$ cat config.mk
export PLATFORM = sky130hd
export DESIGN_NAME = nchu_lif_array
export DESIGN_NICKNAME = d
export VERILOG_FILES = /design/src/rtl/nchu_pkg.sv /design/src/rtl/nchu_lif_update.sv /design/src/rtl/nchu_lif_array.sv
export SDC_FILE = /design/constraint.sdc
export NUM_CORES = 1
export LEC_CHECK = 0
export BUFFER_PORTS_ARGS = -buffer_cell sky130_fd_sc_hd__buf_2
export CAP_MARGIN = 20
export CORE_AREA = 2 2 122 124
export DETAILED_ROUTE_END_ITERATION = 8
export DIE_AREA = 0 0 124 126
export PLACE_DENSITY = 0.71
export RECOVER_POWER = 25
export SLEW_MARGIN = 20
export SYNTH_ARGS = -nofsm -noshare
export SYNTH_HDL_FRONTEND = slang
export SYNTH_SLANG_ARGS = --single-unit
export TNS_END_PERCENT = 30
$ cat constraint.sdc
create_clock -name clk_i -period 7.2 [get_ports clk_i]
set_input_delay 1.08 -clock clk_i [delete_from_list [all_inputs] [get_ports clk_i]]
set_output_delay 1.08 -clock clk_i [all_outputs]
set_load 0.02 [all_outputs]
$ cat src/rtl/nchu_pkg.sv
// Shared types and helpers for the multi-channel NCHU leaky integrate-and-fire array.
package nchu_pkg;

    typedef enum logic [1:0] {
        StIdle,
        StSweep,
        StDone
    } state_e;

    // Channel index width; a single-channel array still gets a 1-bit select.
    function automatic int unsigned ch_idx_w(input int unsigned n);
        return (n > 1) ? $clog2(n) : 1;
    endfunction

    function automatic logic signed [31:0] sat_mem(input logic signed [31:0] x,
                                                   input int unsigned        w);
        logic signed [31:0] hi;
        logic signed [31:0] lo;
        hi = (32'sd1 <<< (w - 1)) - 32'sd1;
        lo = -(32'sd1 <<< (w - 1));
        if (x > hi) begin
            return hi;
        end else if (x < lo) begin
            return lo;
        end
        return x;
    endfunction

endpackage

$ cat src/rtl/nchu_lif_update.sv
// Combinational leak/threshold/fire/refractory update for one channel; shared by all channels.
module nchu_lif_update
    import nchu_pkg::*;
#(
    parameter int unsigned MEM_W      = 12,
    parameter int unsigned REF_W      = 4,
    parameter int unsigned RESET_MODE = 0
) (
    input  logic signed [MEM_W-1:0] v_i,
    input  logic        [REF_W-1:0] refr_i,
    input  logic signed [MEM_W-1:0] threshold_i,
    input  logic        [2:0]       leak_shift_i,
    input  logic        [REF_W-1:0] refract_len_i,
    output logic signed [MEM_W-1:0] v_o,
    output logic        [REF_W-1:0] refr_o,
    output logic                    spike_o
);

    logic signed [31:0] v_ext;
    logic signed [31:0] thr_ext;
    logic signed [31:0] lk_ext;

    always_comb begin
        v_ext   = 32'(v_i);
        thr_ext = 32'(threshold_i);
        lk_ext  = (leak_shift_i == 3'd0) ? v_ext
                                         : sat_mem(v_ext - (v_ext >>> leak_shift_i), MEM_W);
        v_o     = '0;
        refr_o  = refr_i;
        spike_o = 1'b0;
        if (refr_i != '0) begin
            refr_o = refr_i - REF_W'(1);
        end else if (lk_ext >= thr_ext) begin
            spike_o = 1'b1;
            refr_o  = refract_len_i;
            v_o     = (RESET_MODE != 0) ? MEM_W'(sat_mem(lk_ext - thr_ext, MEM_W)) : '0;
        end else begin
            v_o = MEM_W'(lk_ext);
        end
    end

endmodule

$ cat src/rtl/nchu_lif_array.sv
// N_CH-channel integrate-and-fire array: accumulates MAC input while idle, sweeps on each tick.
module nchu_lif_array
    import nchu_pkg::*;
#(
    parameter int unsigned N_CH       = 4,
    parameter int unsigned IN_W       = 8,
    parameter int unsigned MEM_W      = 12,
    parameter int unsigned REF_W      = 4,
    parameter int unsigned RESET_MODE = 0,
    localparam int unsigned CH_W      = ch_idx_w(N_CH)
) (
    input  logic                    clk_i,
    input  logic                    rst_ni,
    input  logic                    pulse_i,
    input  logic signed [IN_W-1:0]  mac_out_i,
    input  logic        [CH_W-1:0]  mac_ch_i,
    input  logic                    mac_valid_i,
    output logic                    in_ready_o,
    input  logic signed [MEM_W-1:0] threshold_i,
    input  logic        [2:0]       leak_shift_i,
    input  logic        [REF_W-1:0] refract_len_i,
    output logic        [N_CH-1:0]  spk_out_o,
    output logic                    spk_valid_o,
    output logic                    tick_overrun_o
);

    state_e                  state_q;
    logic        [CH_W-1:0]  idx_q;
    logic                    pulse_q;
    logic signed [MEM_W-1:0] v_q    [N_CH];
    logic        [REF_W-1:0] refr_q [N_CH];
    logic        [N_CH-1:0]  shadow_q, shadow_d;
    logic        [N_CH-1:0]  spk_out_q;
    logic                    spk_valid_q;
    logic                    overrun_q;
    logic signed [MEM_W-1:0] thr_q;
    logic        [2:0]       leak_q;
    logic        [REF_W-1:0] rlen_q;

    logic                    tick;
    logic                    acc_en;
    logic signed [MEM_W-1:0] acc_v;
    logic                    last_ch;
    logic signed [MEM_W-1:0] upd_v;
    logic        [REF_W-1:0] upd_refr;
    logic                    upd_spike;

    assign tick           = pulse_i & ~pulse_q;
    assign in_ready_o     = (state_q == StIdle);
    assign spk_out_o      = spk_out_q;
    assign spk_valid_o    = spk_valid_q;
    assign tick_overrun_o = overrun_q;
    assign last_ch        = (32'(idx_q) == N_CH - 1);

    // Inputs to refractory or nonexistent channels are dropped without back-pressure.
    always_comb begin
        acc_en = 1'b0;
        acc_v  = '0;
        if (32'(mac_ch_i) < N_CH) begin
            acc_en = mac_valid_i && (refr_q[mac_ch_i] == '0);
            acc_v  = MEM_W'(sat_mem(32'(v_q[mac_ch_i]) + 32'(mac_out_i), MEM_W));
        end
    end

    always_comb begin
        shadow_d        = shadow_q;
        shadow_d[idx_q] = upd_spike;
    end

    nchu_lif_update #(
        .MEM_W      (MEM_W),
        .REF_W      (REF_W),
        .RESET_MODE (RESET_MODE)
    ) u_update (
        .v_i           (v_q[idx_q]),
        .refr_i        (refr_q[idx_q]),
        .threshold_i   (thr_q),
        .leak_shift_i  (leak_q),
        .refract_len_i (rlen_q),
        .v_o           (upd_v),
        .refr_o        (upd_refr),
        .spike_o       (upd_spike)
    );

    always_ff @(posedge clk_i or negedge rst_ni) begin
        if (!rst_ni) begin
            state_q     <= StIdle;
            idx_q       <= '0;
            pulse_q     <= 1'b0;
            shadow_q    <= '0;
            spk_out_q   <= '0;
            spk_valid_q <= 1'b0;
            overrun_q   <= 1'b0;
            thr_q       <= '0;
            leak_q      <= '0;
            rlen_q      <= '0;
            for (int c = 0; c < N_CH; c++) begin
                v_q[c]    <= '0;
                refr_q[c] <= '0;
            end
        end else begin
            pulse_q     <= pulse_i;
            spk_valid_q <= 1'b0;
            unique case (state_q)
                StIdle: begin
                    if (acc_en) begin
                        v_q[mac_ch_i] <= acc_v;
                    end
                    if (tick) begin
                        thr_q    <= threshold_i;
                        leak_q   <= leak_shift_i;
                        rlen_q   <= refract_len_i;
                        idx_q    <= '0;
                        shadow_q <= '0;
                        state_q  <= StSweep;
                    end
                end
                StSweep: begin
                    if (tick) begin
                        overrun_q <= 1'b1;
                    end
                    v_q[idx_q]    <= upd_v;
                    refr_q[idx_q] <= upd_refr;
                    shadow_q      <= shadow_d;
                    if (last_ch) begin
                        spk_out_q   <= shadow_d;
                        spk_valid_q <= 1'b1;
                        state_q     <= StDone;
                    end else begin
                        idx_q <= idx_q + CH_W'(1);
                    end
                end
                StDone: begin
                    if (tick) begin
                        overrun_q <= 1'b1;
                    end
                    state_q <= StIdle;
                end
                default: state_q <= StIdle;
            endcase
        end
    end

endmodule
After elaboration in Yosys (flattened, before gate mapping)

Index checks and enable logic that the tools add are counted.

Input bits: 33
Word-level logic and storage cells: 115
Register bits after elaboration: 98

$lt $le $gt $ge: 11
$add $sub $neg: 4
Shifts and indexed selects: 1
Mux-type cells: 53
Bitwise gates (word level): 4
Reduce and logical (&&, ||, !) cells: 17
Equality and inequality tests: 7

Operators with widths:

| kind                   | count |
|---|---|
| $mux W12               | 11 |
| $mux W32               | 4 |
| $bwmux W48             | 2 |
| $pmux W48 S2           | 1 |
| $bmux W12 S2           | 2 |
| $demux W12 S2          | 2 |
| $mux W48               | 1 |
| $ge A32 B12 Y1         | 1 |
| $gt A32 B12 Y1 const B | 1 |
| $lt A32 B12 Y1 const B | 1 |
| $mux W4                | 8 |
| $sshr A12 B3 Y32       | 1 |
| $sub A12 B32 Y32       | 1 |
| $bmux W4 S2            | 2 |
| $bwmux W16             | 1 |
| $add A12 B8 Y13        | 1 |
| $gt A13 B12 Y1 const B | 1 |
| $lt A13 B12 Y1 const B | 1 |
| $reduce_and A2 Y1      | 6 |
| $mux W1                | 9 |
| $demux W4 S2           | 1 |
| $mux W2                | 4 |
| $pmux W2 S2            | 2 |
| $pmux W4 S2            | 1 |
| other kinds (23)       | 32 |

Logic depth before layout (Yosys ltp)

Depth after elaboration: 16
Depth in mapped cells: 31

Hierarchy

A second synthesis with hierarchy kept.

Cell total of the unflattened synthesis: 853
Area total of the unflattened synthesis: 8,045.2 um^2

Modules (own cells, without submodules):

| module          | seq. area each (um^2) | cells an instance | instances | area each (um^2) |
|---|---|---|---|---|
| nchu_lif_array  | 2,427.3               | 566               | 1         | 6,112.1 |
| nchu_lif_update | 0.0                   | 287               | 1         | 1,933.1 |

Least setup slack after synthesis

OpenSTA, ideal clock, no wires.

Kind: flip-flop to flip-flop
From: reg idx_q[0]
To: reg v_q[16] (netlist name)
Setup slack: 640 ps
Clock period less this slack: 6,560 ps
Setup time: 91 ps
Arrival time: 6,469 ps
Stages on the path, launching flop included: 28
Cell sequence: dfrtp_1 > buf_2 > buf_2 > mux4_2 > mux2_2 > a21oi_1 > mux2i_1 > ha_1 > fa_1 > nand2b_1 > a211oi_1 > nor3_2 > inv_1 > a21oi_1 > fa_1 > o21ai_0 > a211oi_1 > inv_1 > ha_1 > a21oi_1 > nand2_1 > a21o_1 > o311a_1 > or2_1 > buf_2 > or3_4 > buf_6 > o221ai_1

Cells in the longest elaborated chain, start to end: 16

RTL lines:

| element                                      | RTL line                                                          | RTL |
|---|---|---|
| start, declared                              | nchu_lif_array.sv:28                                              | `logic [CH_W-1:0] idx_q;` |
| start signal, assigned                       | nchu_lif_array.sv:130                                             | `idx_q <= idx_q + CH_W'(1);` |
| $not A2 Y3 (not written as such) (*)         | nchu_lif_array.sv:75, nchu_lif_array.sv:76, nchu_lif_array.sv:122 |  |
| $bmux W12 S2                                 | nchu_lif_array.sv:75                                              | `.v_i (v_q[idx_q]),` |
| $mux W12 (not written as such) (2 in series) | nchu_lif_array.sv:75                                              |  |
| $sshr A12 B3 Y32                             | nchu_lif_update.sv:27                                             | `: sat_mem(v_ext - (v_ext >>> leak_shift_i), MEM_W);` |
| $sub A12 B32 Y32                             | nchu_lif_update.sv:27                                             |  |
| $lt A32 B12 Y1                               | nchu_pkg.sv:23                                                    | `end else if (x < lo) begin` |
| $mux W1                                      | nchu_pkg.sv:23                                                    |  |
| $mux W1                                      | nchu_pkg.sv:21                                                    | `if (x > hi) begin` |
| $mux W32                                     | nchu_pkg.sv:26                                                    | `return x;` |
| $mux W32                                     | nchu_lif_update.sv:26                                             | `lk_ext = (leak_shift_i == 3'd0) ? v_ext` |
| $ge A32 B12 Y1                               | nchu_lif_update.sv:33                                             | `end else if (lk_ext >= thr_ext) begin` |
| $mux W12                                     | nchu_lif_update.sv:33                                             |  |
| $mux W12                                     | nchu_lif_update.sv:31                                             | `if (refr_i != '0) begin` |
| $bwmux W48 (*)                               | nchu_lif_array.sv:122                                             | `v_q[idx_q] <= upd_v;` |
| $pmux W48 S2 (*)                             | nchu_lif_array.sv:104                                             | `unique case (state_q)` |
| end signal, assigned by index                | nchu_lif_array.sv:107                                             | `v_q[mac_ch_i] <= acc_v;` |
| end signal, assigned by index                | nchu_lif_array.sv:122                                             |  |
| end, declared                                | nchu_lif_array.sv:30                                              | `logic signed [MEM_W-1:0] v_q [N_CH];` |

Every way passes the cells marked *; elsewhere a longest branch is shown, timed or not. The select of a mux whose other input is x is not followed.
A chain may end at the register's enable or synchronous reset.

Worst setup path after layout

From: reg idx_q[0]
To: reg v_q[20] (netlist name)

Same word-level chain as after synthesis.

==> impl_metrics.ini <==
[sta]
setup_viol = 0
min_period_over_period_pct = 93.3
timing.fmax_mhz = 149
finalHoldViolations = 0
slew_viol_final = 83
worst_clock_skew_ns = 0.00908
rsz0062_at_grt = false
finalWorstPathRequiredPeriod_ns = 6.72
slew_headroom_pct = -191
tightest_slew_ns = 4.37
fin_setup_tns_ns = 0

[layout]
area_growth_syn_to_layout_pct = 9.89
layout-drive-gt1-share_pct = 18.8
diodes = 0
num-fill-cells = 1259
finalNetCount = 902

[detailed_routing]
num_vias = 6636
wirelength_microns = 20800
drc = 0
first_pass_iters = 6
antenna_left = 0
first_iter_violations = 754
vias_per_cell = 6.62
avgRoutedWirePerCell_microns = 20.8

[clocking]
cts-root-buf = clkbuf_16
tritoncts = done
clock_latency_ns = 0.36
cts_buffer_depth = 2
numCtsBuffers = 9
cts_htree_levels = 3
cts_resized = 0
cts_hold_buf = 0
clk_pin_slew_ns = 0.07
clock-sinks = 97
cts_setup_buffers = 0

[synth]
ys_seq_area_share_pct = 32.6
synth_xor_area_share_pct = 2.12
ys.flop_type = dfrtp_1
synth_edf_count = 0
synth-compound-area-share_pct = 20.9
synth_top_family_by_area = compound AO/OA/AOI/OAI gates
ys_seq_elements = 97
synth-simple-area-share_pct = 14.8
postSynthAreaPerCell_sq_um = 9.50
synthAdderAreaFrac_pct = 10.3
synth_cells = 783
synthMuxAreaShare_pct = 14.1
synth_area_sq_um = 7440
synth_cell_types = 69
synth_fp_nets = 872
synthArstFlopShare_pct = 100
ys_warn_count = 0

[setup_path]
critPathLaunchType = flip-flop
cp-end-kind = flip-flop
reg2reg_slack_ns = 0.48
critPathArrivalTime_ns = 6.97
r2r_cells = 24
path_class = reg2reg
r2r-end = v_q[20]$_DFFE_PN0P_
path_max_fanout = 12
r2r_start = idx_q[0]$_DFFE_PN0P_
required_ns = 7.46

[global_routing]
antenna_found_initial = 0
overflow = 0
grt_pass1_vias = 6540
grt_pass1_wl_microns = 33700
grt_usage_pct = 27.9
grt_max_degree = 83

[min_path]
hold_depth = 1
hold_path.class = reg2reg
hp-start = tick_overrun_o$_DFFE_PN0P_
min_to = tick_overrun_o$_DFFE_PN0P_

[floorplan]
start_util_pct = 51.9
dieArea_sq_um = 15600
rows = 44
die_w_microns = 124
io_pins = 40
die_y_microns = 126
core_sq_um = 14300

[run_status]
violations = max-capacitance violations, max-slew violations
status = finished, violations left

[placed_design]
place.gp.congestion = 0.929
port_buffers = 39
dp_hpwl_microns = 15500

[job]
maxCapViolCount = 1
==> cells by family (layout without fill, tap and decap cells) <==
group / count (synthesis) / count (layout)
flops: 97 / 97
simple gates: 224 / 224
xor+xnor: 18 / 18
mux: 67 / 67
buf+inv: 93 / 128
compound gates: 224 / 224
fa+ha+maj: 60 / 60
==> sequential cells by signal, indices dropped and copies added (netlist names), 2 cells and up <==
register / count
shadow_q: 3
v_q: 48
thr_q: 12
spk_out_o: 4
state_q: 2
refr_q: 16
idx_q: 2
rlen_q: 4
leak_q: 3
==> final cells by class <==
class                   instances  area, sq um  share of cell area (%)
inverters                      55          206                    2.53
repair buffers                 57          324                    3.97
multi-input cells             593         4670                    57.1
clock inverters                 7         92.6                    1.13
clock buffers                   9          225                    2.76
flip-flops and latches         97         2430                    29.7
well taps                     184          230                    2.82
==> per-stage QoR <==
stage                     instances  utilization, %  instance area [sq um]  worst slack, ns  hold slack (ns)
after floorplan                 783               -                   7440            0.640            0.459
after global placement          986            54.7                   7820            0.420            0.446
after detailed placement        986            54.7                   7820            0.184            0.456
after CTS                      1002            56.9                   8140            0.137            0.471
after global routing           1002            57.1                   8170          0.00134            0.491
final                          1002            57.1                   8170            0.483            0.459
==> how the worst max path moves through the flow <==
stage / slack (ns) / endpoint / from
2_1_floorplan: 0.64 / v_q[16]$_DFFE_PN0P_ / idx_q[0]$_DFFE_PN0P_
3_3_place_gp: 0.42 / refr_q[9]$_DFFE_PN0P_ / idx_q[0]$_DFFE_PN0P_
3_5_place_dp: 0.18 / refr_q[9]$_DFFE_PN0P_ / idx_q[0]$_DFFE_PN0P_
4_1_cts: 0.14 / v_q[20]$_DFFE_PN0P_ / idx_q[0]$_DFFE_PN0P_
5_1_grt: 0.001 / refr_q[11]$_DFFE_PN0P_ / idx_q[0]$_DFFE_PN0P_
6_report: 0.48 / v_q[20]$_DFFE_PN0P_ / idx_q[0]$_DFFE_PN0P_
==> worst max-delay path, stage by stage (launching register included) <==
cell      delay, ns
dfrtp_1        0.49
buf_4          0.27
mux4_2         0.58
mux2_2         0.30
o21ai_0        0.19
mux2i_1        0.11
ha_1           0.22
fa_1           0.38
nand2b_1       0.24
a211oi_1       0.30
nor3_2         0.10
inv_1          0.06
a21oi_1        0.07
fa_1           0.39
nand2_1        0.11
o22ai_2        0.16
a221oi_2       0.59
ha_1           0.27
nor2b_1        0.06
o211ai_1       0.19
a211oi_1       0.10
o311a_1        0.39
or2_1          0.30
or3_4          0.50
o221ai_1       0.22
==> Yosys cell counts (3+ instances only) <==
library cell	n	share of area, %
mux4_2	27	8.2
o31ai_1	3	0.30
clkbuf_1	24	1.2
a211oi_1	10	1.0
ha_1	53	8.9
o221ai_1	43	5.1
xor2_1	5	0.59
inv_1	54	2.7
nand3b_1	4	0.40
and2_1	4	0.34
nor3b_1	4	0.40
xnor2_1	13	1.5
o211ai_1	10	1.0
nor2_1	29	1.5
a22oi_1	4	0.40
o21ai_0	47	3.2
dfrtp_1	97	33
mux2_2	31	4.7
o21a_1	7	0.71
maj3_1	4	0.54
a21o_1	13	1.3
nand3_1	16	1.1
o22ai_1	6	0.50
or3_1	3	0.25
nand2_1	100	5.0
nor2b_1	6	0.50
buf_1	3	0.15
nor3_1	17	1.1
o21bai_1	3	0.30
a21oi_1	44	3.0
nand4_1	10	0.84
nand2b_1	9	0.76
buf_6	4	0.61
a31oi_1	5	0.42
fa_1	3	0.81
a221oi_1	6	0.71
buf_2	7	0.47
or3_4	4	0.61
mux2i_1	9	1.2
==> cells in the final DEF, fill, tap and decap left out, types with 9 or more instances in the layout <==
| cell | count |
|---|---|
| a211oi_1 | 10 |
| a21o_1 | 13 |
| a21oi_1 | 43 |
| buf_2 | 37 |
| buf_4 | 17 |
| clkbuf_16 | 9 |
| dfrtp_1 | 97 |
| ha_1 | 53 |
| inv_1 | 54 |
| mux2_2 | 31 |
| mux2i_1 | 9 |
| mux4_2 | 27 |
| nand2_1 | 100 |
| nand2b_1 | 9 |
| nand3_1 | 16 |
| nand4_1 | 10 |
| nor2_1 | 29 |
| nor3_1 | 16 |
| o211ai_1 | 10 |
| o21ai_0 | 43 |
| o221ai_1 | 43 |
| xnor2_1 | 13 |
==> routing by layer <==
metal,vias to the layer above,wire (microns),global-route usage [%]
li1,3003,-,-
met1,3275,8650,38.5
met2,317,10100,45.0
met3,41,1570,3.58
met4,0,513,10.2
met5,-,0,0
Power is left out: the tool's default activity adds up to more than one toggle a clock period on the data nets, which glitch-free logic cannot reach.
